File: src/rtl/cmd_initiator.sv
// cmd_initiator
//
// Host-side initiator for the 4-byte serial command protocol
// (READ = 1, WRITE = 2, DRAW = 3). One request is accepted at a time.
// The block sends the 4-byte header and any write payload to a UART
// transmitter, and collects READ response bytes from a UART receiver.
//
// Header bytes:
//   READ/WRITE : op, count, addr[15:8], addr[7:0]
//   DRAW       : {draw_lines, 4'h3}, {draw_x, draw_y}, addr[15:8], addr[7:0]
//
// Ports:
//   clk, reset        clock; synchronous active-high reset
//   start             request strobe, sampled only when idle
//   op[1:0]           1 READ, 2 WRITE, 3 DRAW (0 is ignored)
//   count[7:0]        bytes minus one for READ/WRITE (ignored for DRAW)
//   addr[15:0]        memory address / GPU source address
//   draw_lines/x/y    4-bit DRAW arguments
//   wr_data, wr_valid write payload stream in
//   wr_ready          payload accept, high only while waiting for a payload byte
//   rd_data, rd_valid READ response byte out, one-cycle valid
//   busy              request in progress
//   done              one-cycle completion pulse
//   error             one-cycle pulse with done on read-response timeout
//   is_transmitting   UART TX busy
//   transmit, tx_byte UART TX one-cycle send strobe and byte
//   received, rx_byte UART RX one-cycle strobe and byte
//
// Optional feature: define CMD_INIT_TIMEOUT_EN to enable a per-byte
// read-response timeout of TIMEOUT_CYCLES cycles. Without it, error is
// tied low and a READ waits for its bytes indefinitely.

module cmd_initiator #(
    parameter int unsigned TIMEOUT_CYCLES = 1000000
) (
    input  logic        clk,
    input  logic        reset,
    input  logic        start,
    input  logic [1:0]  op,
    input  logic [7:0]  count,
    input  logic [15:0] addr,
    input  logic [3:0]  draw_lines,
    input  logic [3:0]  draw_x,
    input  logic [3:0]  draw_y,
    input  logic [7:0]  wr_data,
    input  logic        wr_valid,
    output logic        wr_ready,
    output logic [7:0]  rd_data,
    output logic        rd_valid,
    output logic        busy,
    output logic        done,
    output logic        error,
    input  logic        is_transmitting,
    output logic        transmit,
    output logic [7:0]  tx_byte,
    input  logic        received,
    input  logic [7:0]  rx_byte
);

    localparam logic [2:0] S_IDLE     = 3'd0;
    localparam logic [2:0] S_HDR_SEND = 3'd1;
    localparam logic [2:0] S_HDR_GAP  = 3'd2;
    localparam logic [2:0] S_WR_DATA  = 3'd3;
    localparam logic [2:0] S_WR_GAP   = 3'd4;
    localparam logic [2:0] S_RX_DATA  = 3'd5;
    localparam logic [2:0] S_FINISH   = 3'd6;

    localparam logic [1:0] OP_READ  = 2'd1;
    localparam logic [1:0] OP_WRITE = 2'd2;
    localparam logic [1:0] OP_DRAW  = 2'd3;

    logic [2:0]  state;
    logic [1:0]  op_q;
    logic [7:0]  count_q;
    logic [15:0] addr_q;
    logic [3:0]  lines_q;
    logic [3:0]  x_q;
    logic [3:0]  y_q;
    logic [1:0]  hdr_idx;
    logic [7:0]  remaining;
    logic [7:0]  hdr_byte;

`ifdef CMD_INIT_TIMEOUT_EN
    localparam int unsigned TIMER_W = (TIMEOUT_CYCLES > 1) ? $clog2(TIMEOUT_CYCLES) : 1;
    localparam logic [TIMER_W-1:0] TIMER_LAST = TIMER_W'(TIMEOUT_CYCLES - 1);

    logic [TIMER_W-1:0] timer;
    logic               error_q;

    assign error = error_q;
`else
    // No timeout hardware; the comparison folds to a constant 0.
    assign error = (TIMEOUT_CYCLES == 0) && 1'b0;
`endif

    // Payload is accepted only while parked in WR_DATA with the UART free.
    assign wr_ready = (state == S_WR_DATA) && !is_transmitting;

    // Header byte selected by the current header index.
    always_comb begin
        hdr_byte = '0;
        case (hdr_idx)
            2'd0:    hdr_byte = (op_q == OP_DRAW) ? {lines_q, 4'h3} : {6'd0, op_q};
            2'd1:    hdr_byte = (op_q == OP_DRAW) ? {x_q, y_q} : count_q;
            2'd2:    hdr_byte = addr_q[15:8];
            default: hdr_byte = addr_q[7:0];
        endcase
    end

    always_ff @(posedge clk) begin
        if (reset) begin
            state     <= S_IDLE;
            op_q      <= '0;
            count_q   <= '0;
            addr_q    <= '0;
            lines_q   <= '0;
            x_q       <= '0;
            y_q       <= '0;
            hdr_idx   <= '0;
            remaining <= '0;
            transmit  <= 1'b0;
            tx_byte   <= '0;
            rd_data   <= '0;
            rd_valid  <= 1'b0;
            busy      <= 1'b0;
            done      <= 1'b0;
`ifdef CMD_INIT_TIMEOUT_EN
            timer     <= '0;
            error_q   <= 1'b0;
`endif
        end else begin
            // Strobes default low; each state raises them for one cycle.
            transmit <= 1'b0;
            rd_valid <= 1'b0;
            done     <= 1'b0;
`ifdef CMD_INIT_TIMEOUT_EN
            error_q  <= 1'b0;
`endif
            case (state)
                S_IDLE: begin
                    if (start && (op != 2'd0)) begin
                        op_q      <= op;
                        count_q   <= count;
                        addr_q    <= addr;
                        lines_q   <= draw_lines;
                        x_q       <= draw_x;
                        y_q       <= draw_y;
                        remaining <= count;
                        hdr_idx   <= '0;
                        busy      <= 1'b1;
                        state     <= S_HDR_SEND;
                    end
                end

                S_HDR_SEND: begin
                    if (!is_transmitting) begin
                        transmit <= 1'b1;
                        tx_byte  <= hdr_byte;
                        if (hdr_idx != 2'd3) begin
                            state <= S_HDR_GAP;
                        end else begin
                            case (op_q)
                                OP_READ: begin
                                    state <= S_RX_DATA;
`ifdef CMD_INIT_TIMEOUT_EN
                                    timer <= '0;
`endif
                                end
                                OP_WRITE: state <= S_WR_GAP;
                                default:  state <= S_FINISH;
                            endcase
                        end
                    end
                end

                // Gives the UART one cycle to raise is_transmitting.
                S_HDR_GAP: begin
                    hdr_idx <= hdr_idx + 2'd1;
                    state   <= S_HDR_SEND;
                end

                S_WR_GAP: begin
                    state <= S_WR_DATA;
                end

                S_WR_DATA: begin
                    if (wr_valid && wr_ready) begin
                        transmit <= 1'b1;
                        tx_byte  <= wr_data;
                        if (remaining == 8'd0) begin
                            state <= S_FINISH;
                        end else begin
                            remaining <= remaining - 8'd1;
                            state     <= S_WR_GAP;
                        end
                    end
                end

                S_RX_DATA: begin
                    if (received) begin
                        rd_data  <= rx_byte;
                        rd_valid <= 1'b1;
`ifdef CMD_INIT_TIMEOUT_EN
                        timer    <= '0;
`endif
                        if (remaining == 8'd0) begin
                            state <= S_FINISH;
                        end else begin
                            remaining <= remaining - 8'd1;
                        end
                    end
`ifdef CMD_INIT_TIMEOUT_EN
                    // Abort straight to IDLE; late bytes are dropped there.
                    else if (timer == TIMER_LAST) begin
                        done    <= 1'b1;
                        error_q <= 1'b1;
                        busy    <= 1'b0;
                        state   <= S_IDLE;
                    end else begin
                        timer <= timer + 1'b1;
                    end
`endif
                end

                // busy drops together with the done pulse, so the block is
                // already idle and can take a new start in the done cycle.
                S_FINISH: begin
                    done  <= 1'b1;
                    busy  <= 1'b0;
                    state <= S_IDLE;
                end

                default: begin
                    busy  <= 1'b0;
                    state <= S_IDLE;
                end
            endcase
        end
    end

endmodule
File: config.mk
export PLATFORM = sky130hd
export DESIGN_NAME = cmd_initiator
export DESIGN_NICKNAME = d
export VERILOG_FILES = /design/src/rtl/cmd_initiator.sv
export SDC_FILE = /design/constraint.sdc
export NUM_CORES = 1
export LEC_CHECK = 0
export ABC_CLOCK_PERIOD_IN_PS = 2400
export CAP_MARGIN = 20
export CORE_MARGIN = 3
export CORE_UTILIZATION = 49
export DETAILED_ROUTE_END_ITERATION = 12
export HOLD_SLACK_MARGIN = 0.05
export PLACE_DENSITY_LB_ADDON = 0.08
export SLEW_MARGIN = 20
export SYNTH_ARGS = -nofsm -noshare
export SYNTH_HDL_FRONTEND = slang
export SYNTH_SLANG_ARGS = --single-unit
export TNS_END_PERCENT = 20
File: constraint.sdc
create_clock -name clk -period 2.4 [get_ports clk]
set_input_delay 0.6 -clock clk [delete_from_list [all_inputs] [get_ports clk]]
set_output_delay 0.6 -clock clk [all_outputs]
set_load 0.05 [all_outputs]
# After elaboration in Yosys (flattened, before gate mapping)
# Index checks and enable logic that the tools add are counted.
classes:
  n_addsub: 2
  n_eq_ne: 17
  muxes: 29
  bitwise: 2
  reduce_logical: 20
op_table:
  columns: ["cell", "n"]
  rows:
  - ["$mux 8", 8]
  - ["$pmux 8 s3", 2]
  - ["$mux 3", 6]
  - ["$pmux 3 s6", 1]
  - ["$pmux 8 s2", 1]
  - ["$ne 2x2->1 const B", 5]
  - ["$eq 3x3->1 const B", 3]
  - ["$logic_not 8->1", 1]
  - ["$pmux 2 s2", 2]
  - ["$reduce_and 2->1", 4]
  - ["$sub 8x1->8 const B", 1]
  - ["$eq 2x2->1 const B", 3]
  - ["$eq 3x2->1 const B", 2]
  - ["$reduce_bool 2->1", 3]
  - ["$mux 1", 5]
  - ["$reduce_and 5->1", 1]
  - ["$reduce_or 5->1", 1]
  - ["$eq 2x1->1 const B", 2]
  - ["$mux 2", 2]
  - ["$pmux 1 s2", 2]
  - ["$reduce_and 4->1", 1]
  - ["$eq 3x1->1 const B", 1]
  - ["$logic_and 1x1->1", 3]
  - ["$logic_not 3->1", 1]
  - ["8 further kinds", 9]
word_totals:
  register_bits: 71
  inputBits: 60
  out_inout_bits: 22
  wordCells: 85

# Logic depth before layout (Yosys ltp)
# Gate-level depths: netlist of the first run.
logic_depth:
  ltp_word: 5
  depth_mapped: 8
  mapped_depth_nobuf: 7

# Worst setup path before layout of the first run
# OpenSTA, ideal clock, no wires.
synth_path:
  path_type: "reg-to-output"
  startpoint: "register state[2]"
  endpoint: "output wr_ready"
  arrival_time_ps: 1732
  t_required_ps: 1800
  path_slack_ps: 68
  path_stages_with_launch: 7
  n_path_buf: 3
  cell_sequence: "dfxtp_1 -> buf_2 -> inv_2 -> and3_1 -> buf_2 -> buf_2 -> nor2b_1"
synth_via:
  elab_chain_len: 2
synth_lines:
  columns: ["element", "line", "source"]
  rows:
  - ["start: declaration", "72", "logic [2:0] state;"]
  - ["start signal: assignment", "112", "state <= S_IDLE;"]
  - ["start signal: assignment", "151", "state <= S_HDR_SEND;"]
  - ["start signal: assignment", "160", "state <= S_HDR_GAP;"]
  - ["$eq 3x2->1", "97", "assign wr_ready = (state == S_WR_DATA) && !is_transmitting;"]
  - ["$logic_and 1x1->1", "97", null]
  - ["end: declaration", "47", "output logic wr_ready,"]
# No other way between the ends.

# Final worst setup path of the first run
layout_path:
  startpoint: "register state[0]"
  endpoint: "output wr_ready"
# Same word-level chain as after synthesis.

==> results.cfg, run 1 <==
[floorplan]
dieArea_um2 = 7920
ioPinCount = 82
dieWidth_um = 89.0
die_y_um = 89.0
start_util_pct = 52.0
core_area_um2 = 6490
core.rowCount = 29

[sta]
min_period_ns = 2.21
fmax_ghz = 0.453
worst-slew-pin-transition_ns = 0.546
skew_ns = 0.00763
hold_violations = 0
setup_viol = 0
fin_tns_setup_ns = 0
drv_slew = 0
finalCritPeriodShare_pct = 91.9
rsz0062_at_grt = false
slew_headroom_pct = 63.5

[power]
p_leak_uw = 0.00159
power_density_nw_per_um2 = 929
peakVddDrop_mv = 0.466

[logic_synthesis]
synth_warnings = 0
synth-edff-count = 0
synth_compound_area_share_pct = 22.4
synth_xor_area_share_pct = 0.259
syn-num-nets = 499
async_flop_share_pct = 0
ys_ff_latch = 71
syn-cell-area_um2 = 3380
synthMuxAreaShare_pct = 2.67
synth_cell_types = 49
synth_ff_type = dfxtp_1
seq_area_frac_synth_pct = 42.1
synthCells = 430
syn_avg_cell_area_um2 = 7.85
synth-simple-area-share_pct = 22.9
synth_top_family_by_area = simple AND/OR/NAND/NOR gates
synth_adder_area_share_pct = 3.33

[detailed_routing]
via_count = 3203
first_pass_iters = 4
first_iter_violations = 115
drc = 0
ant_nets = 0
wl_um = 8490
routedWlPerCell_um = 14.7
detail_route.vias_per_cell = 5.54

[run]
drv_cap = 0

[layout]
layout-drive-gt1-share_pct = 8.98
syn_to_final_growth_pct = 31.0
n_antenna_cell = 0
num-nets-final = 566
final_cells = 578
nFillCells = 580

[setup_path]
max_stage_delay_ns = 0.58
crit_fanout = 12
crit_arrival_ns = 1.61
start_kind = flip-flop
crit_required_ns = 1.80
crit_path_end_kind = output pin
path_cells = and3_1, nor2b_1, buf_12
cpMaxStageDelayCell = dfxtp_1
critical_path_class = flip-flop to output pin

[clock_network]
ctsHoldBuffers = 0
post-cts-setup-buffers = 0
post_cts_resized = 0
cts.sinks = 71
cts_root_buffer = clkbuf_8
clock_latency_ns = 0.35
clk_pin_slew_ns = 0.08
cts.path.max_buffers = 2
cts_tree = yes
cts_made_buffers = 9
htreeDepth = 3

[global_route]
grt_max_degree = 42
grt_usage_pct = 22.6
grt_overflow = 0
grt_pass1_wl_um = 13900
grt_pass1_vias = 2932
antenna_found_initial = 0

[min_path]
min_path_type = flip-flop to flip-flop

[placed_design]
dp_cells = 563
dp_hpwl_um = 6060
io_buffers = 80
gp_congestion = 0.811

[run_status]
status = finished, final reports clean
## worst max-delay path: cells and delay by family (launching register included)
family	cells	cell delay, ns
flops	1	0.58
buf+inv	1	0.18
simple gates	2	0.50
## cells by family (layout without fill, tap and decap cells)
family          count (synthesis)  count (layout)
compound gates                123             123
simple gates                  173             173
fa+ha+maj                       9               9
buf+inv                        44             115
flops                          71              71
mux                             8               8
xor+xnor                        1               1
other cells                     1               1
## where the power goes
group | leakage, µW | internal [µW] | switching [µW]
logic | 0.000908 | 648 | 913
registers | 0.000579 | 1380 | 179
clock network | 0.0000980 | 534 | 450
## flip-flops by register name, indices dropped and copies added, names as in the netlist, 2 cells and up
signal     count
op_q           2
remaining      8
count_q        8
y_q            4
lines_q        4
rd_data        8
addr_q        16
state          3
hdr_idx        2
x_q            4
tx_byte        8
## path summary, 6_finish.rpt
check	startpoint	to	slack [ns]	cells after the start
worst max register to register	op_q[0]	tx_byte[4]	0.36	6
worst min-delay path	rd_data[7]	rd_data[7]	0.45	2
worst max-delay path	state[0]	wr_ready	0.19	3
worst min register to register	rd_data[7]	rd_data[7]	0.45	2
## placed cells by master (no fill, tap or decap), drive strengths merged, types with 2 or more instances in the layout
cell type / n
nor2: 21
nand2: 108
dfxtp: 71
nand3: 5
nor3b: 2
nor4: 3
clkbuf: 11
ha: 9
nand2b: 7
o21ai: 10
inv: 12
nor3: 8
clkdlybuf4s50: 78
a311oi: 2
and2: 2
nor2b: 9
and3: 2
a221oi: 12
buf: 11
o32ai: 4
mux2: 8
or4: 3
a21oi: 75
a211oi: 11
clkinvlp: 2
## layout make-up
cell class	count	area (µm²)	area share, %
Timing Repair Buffer	89	911	20.6
Multi-Input combinational cell	315	1750	39.5
Sequential cell	71	1420	32.1
Inverter	11	41.3	0.934
Clock buffer	11	151	3.42
Tap cell	77	96.3	2.18
Clock inverter	4	53.8	1.22
## metal layers
| metal | wire length [µm] | share of wire, % | GRT usage (%) | up-vias |
|---|---|---|---|---|
| met5 | 0 | 0 | 0 | - |
| met1 | 3820 | 45 | 29.7 | 1477 |
| met2 | 3980 | 47 | 35.2 | 95 |
| met4 | 193 | 2.3 | 9.47 | 0 |
| met3 | 500 | 5.9 | 6.08 | 16 |
| li1 | - | - | - | 1615 |
## per-stage QoR
step / total power (µW) / utilization, % / hold WS (ns) / setup WS [ns] / instance area [µm²]
global route: 4390 / 68.1 / 0.473 / 0.0748 / 4420
finish: 4110 / 68.1 / 0.454 / 0.195 / 4420
floorplan: 2680 / - / 0.433 / 0.0682 / 3380
CTS: 4120 / 68.1 / 0.459 / 0.170 / 4420
global placement: 3100 / 64.9 / 0.440 / 0.143 / 4220
detailed placement: 3130 / 64.9 / 0.447 / 0.106 / 4220
## synthesized netlist by cell type, types with 3 or more instances
cell      number  area [µm²]
nand2_1      108         405
a21oi_1       75         375
dfxtp_1       71        1420
nor2_1        21        78.8
clkbuf_1      16        60.1
a221oi_1      12         105
buf_2         11        55.1
a211oi_1      10        75.1
inv_1         10        37.5
o21ai_0       10        50.1
ha_1           9         113
nor2b_1        9        56.3
mux2_2         8        90.1
nor3_1         7        35.0
nand2b_1       6        37.5
nand3_1        5        25.0
o32ai_1        3        26.3
(Power assumes the default switching activity.)
==> run 2: changes to the inputs <==
--- a/config.mk
+++ b/config.mk
@@ -7,13 +7,13 @@
 export LEC_CHECK = 0
 export ABC_CLOCK_PERIOD_IN_PS = 2400
 export CAP_MARGIN = 20
-export CORE_MARGIN = 3
+export CORE_MARGIN = 4
 export CORE_UTILIZATION = 49
 export DETAILED_ROUTE_END_ITERATION = 12
 export HOLD_SLACK_MARGIN = 0.05
 export PLACE_DENSITY_LB_ADDON = 0.08
-export SLEW_MARGIN = 20
+export SLEW_MARGIN = 10
 export SYNTH_ARGS = -nofsm -noshare
 export SYNTH_HDL_FRONTEND = slang
 export SYNTH_SLANG_ARGS = --single-unit
-export TNS_END_PERCENT = 20
+export TNS_END_PERCENT = 50
==> run 2 against run 1 <==
Count of clock-buffer cells in the layout fell by 2. First-iteration DRC count fell by 1.7%. Sequential share of layout area barely moved. Flip-flop and latch count did not move. Clock power rose by 5%. Final cell count did not move. Combinational power barely moved. Clock skew rose by 0.0011 ns. Register-to-register slack got worse by 0.04 ns. Critical path type unchanged. Critical endpoint unchanged.
==> results.cfg, run 2 (synthesized netlist as in run 1, its figures left out) <==
[setup_path]
critPathBufInv = 1
crit_path_end_kind = output pin
cpMaxStageDelayCell = dfxtp_1
crit_fanout = 17
cp_top_family = flip-flops
max_stage_delay_ns = 0.66
start_kind = flip-flop
critical_path_class = flip-flop to output pin
crit_arrival_ns = 1.65
crit_required_ns = 1.80
path_cells = and3_1, nor2b_1, buf_12

[placed_design]
dp_hpwl_um = 6210
gp_congestion = 0.881
place_area_um2 = 4220
dpl_worst_slack_ns = 0.0828
io_buffers = 80

[sta]
worst-slew-pin-transition_ns = 0.709
fmax_ghz = 0.444
finalCritPeriodShare_pct = 93.8
min_period_ns = 2.25
setup_viol = 0
drv_slew = 0
setup_slack_ns = 0.150
rsz0062_at_grt = false
slew_headroom_pct = 52.8
skew_ns = 0.00876
fin_tns_setup_ns = 0
hold_violations = 0

[clock_network]
post_cts_resized = 0
post-cts-setup-buffers = 0
ctsHoldBuffers = 0
clk_pin_slew_ns = 0.07
cts.path.max_buffers = 2
cts_made_buffers = 9
htreeDepth = 3
cts.sinks = 71
cts_tree = yes
cts_root_buffer = clkbuf_8
clock_latency_ns = 0.35

[layout]
n_antenna_cell = 0
num-nets-final = 566
layout-drive-gt1-share_pct = 8.98
syn_to_final_growth_pct = 31.1
largest_reg_flops = 16
top_register = addr_q
layout_commonest_cell = nand2_1
finalInstanceArea_um2 = 4430
layout_common_cells = 108 x nand2_1, 78 x clkdlybuf4s50_1, 75 x a21oi_1

[power]
seq_power_share_pct = 38.0
p_leak_uw = 0.00159
internal-power_uw = 2610
power_density_nw_per_um2 = 937
peakVddDrop_mv = 0.405
clock_power_share_pct = 24.7
p_sw_share_pct = 37.0
power_frac_comb_pct = 37.3
switching_power_uw = 1540

[floorplan]
die_y_um = 91.0
core.rowCount = 29
dieArea_um2 = 8280
dieWidth_um = 91.0
core_area_um2 = 6530
start_util_pct = 51.7
ioPinCount = 82

[run]
drv_cap = 0

[detailed_routing]
first_iter_violations = 113
drc = 0
routedWlPerCell_um = 14.8
detail_route.vias_per_cell = 5.51
ant_nets = 0
via_count = 3183
wl_um = 8580
first_pass_iters = 4

[global_route]
grt_pass1_vias = 2991
antenna_found_initial = 0
grt_overflow = 0
grt_usage_pct = 20.8
grt_pass1_wl_um = 14100
grt_max_degree = 41

[min_path]
min_path_type = flip-flop to flip-flop

[run_status]
status = finished, final reports clean
[run 2: layer usage]
| layer | up-vias | track usage [%] | wire, µm |
|---|---|---|---|
| met3 | 15 | 4.21 | 480 |
| met4 | 0 | 7.91 | 140 |
| met2 | 99 | 35.0 | 4150 |
| met5 | - | 0 | 0 |
| li1 | 1612 | - | - |
| met1 | 1457 | 26.2 | 3810 |
[run 2: path summary, 6_finish.rpt]
check                           startpoint         end  slack, ns  depth (start not counted)
worst max-delay path              state[1]    wr_ready       0.15                          3
worst min-delay path            rd_data[7]  rd_data[7]       0.45                          2
worst max register to register     op_q[0]  tx_byte[6]       0.32                          6
worst min register to register  rd_data[7]  rd_data[7]       0.45                          2
[run 2: stage by stage]
stage          util, %  hold WS, ns  instances  power, µW
2_1_floorplan        -        0.433        430       2680
3_3_place_gp      64.6        0.440        563       3110
4_1_cts           67.8        0.454        578       4160
6_report          67.8        0.454        578       4150
5_1_grt           67.8        0.476        578       4410
3_5_place_dp      64.6        0.444        563       3140
[run 2: final cells by class]
cell class / count / area [µm²]
clock buffer: 9 / 124
multi-input combinational: 315 / 1750
inverter: 11 / 41.3
fill: 568 / 2100
clock inverter: 6 / 86.3
timing repair buffer: 89 / 911
sequential: 71 / 1420
tap: 77 / 96.3
[run 2: worst min-delay path: stages (launching register included)]
cell and delay [ns]:
dfxtp_1 0.31, nand2_1 0.05, a21oi_1 0.05
[run 2: power by group through the flow]
stage               logic, µW  clock network, µW  registers, µW
floorplan                1020                  0           1660
global placement         1520                  0           1590
detailed placement       1540                  0           1600
CTS                      1550               1030           1570
global route             1710               1090           1610
finish                   1550               1030           1580
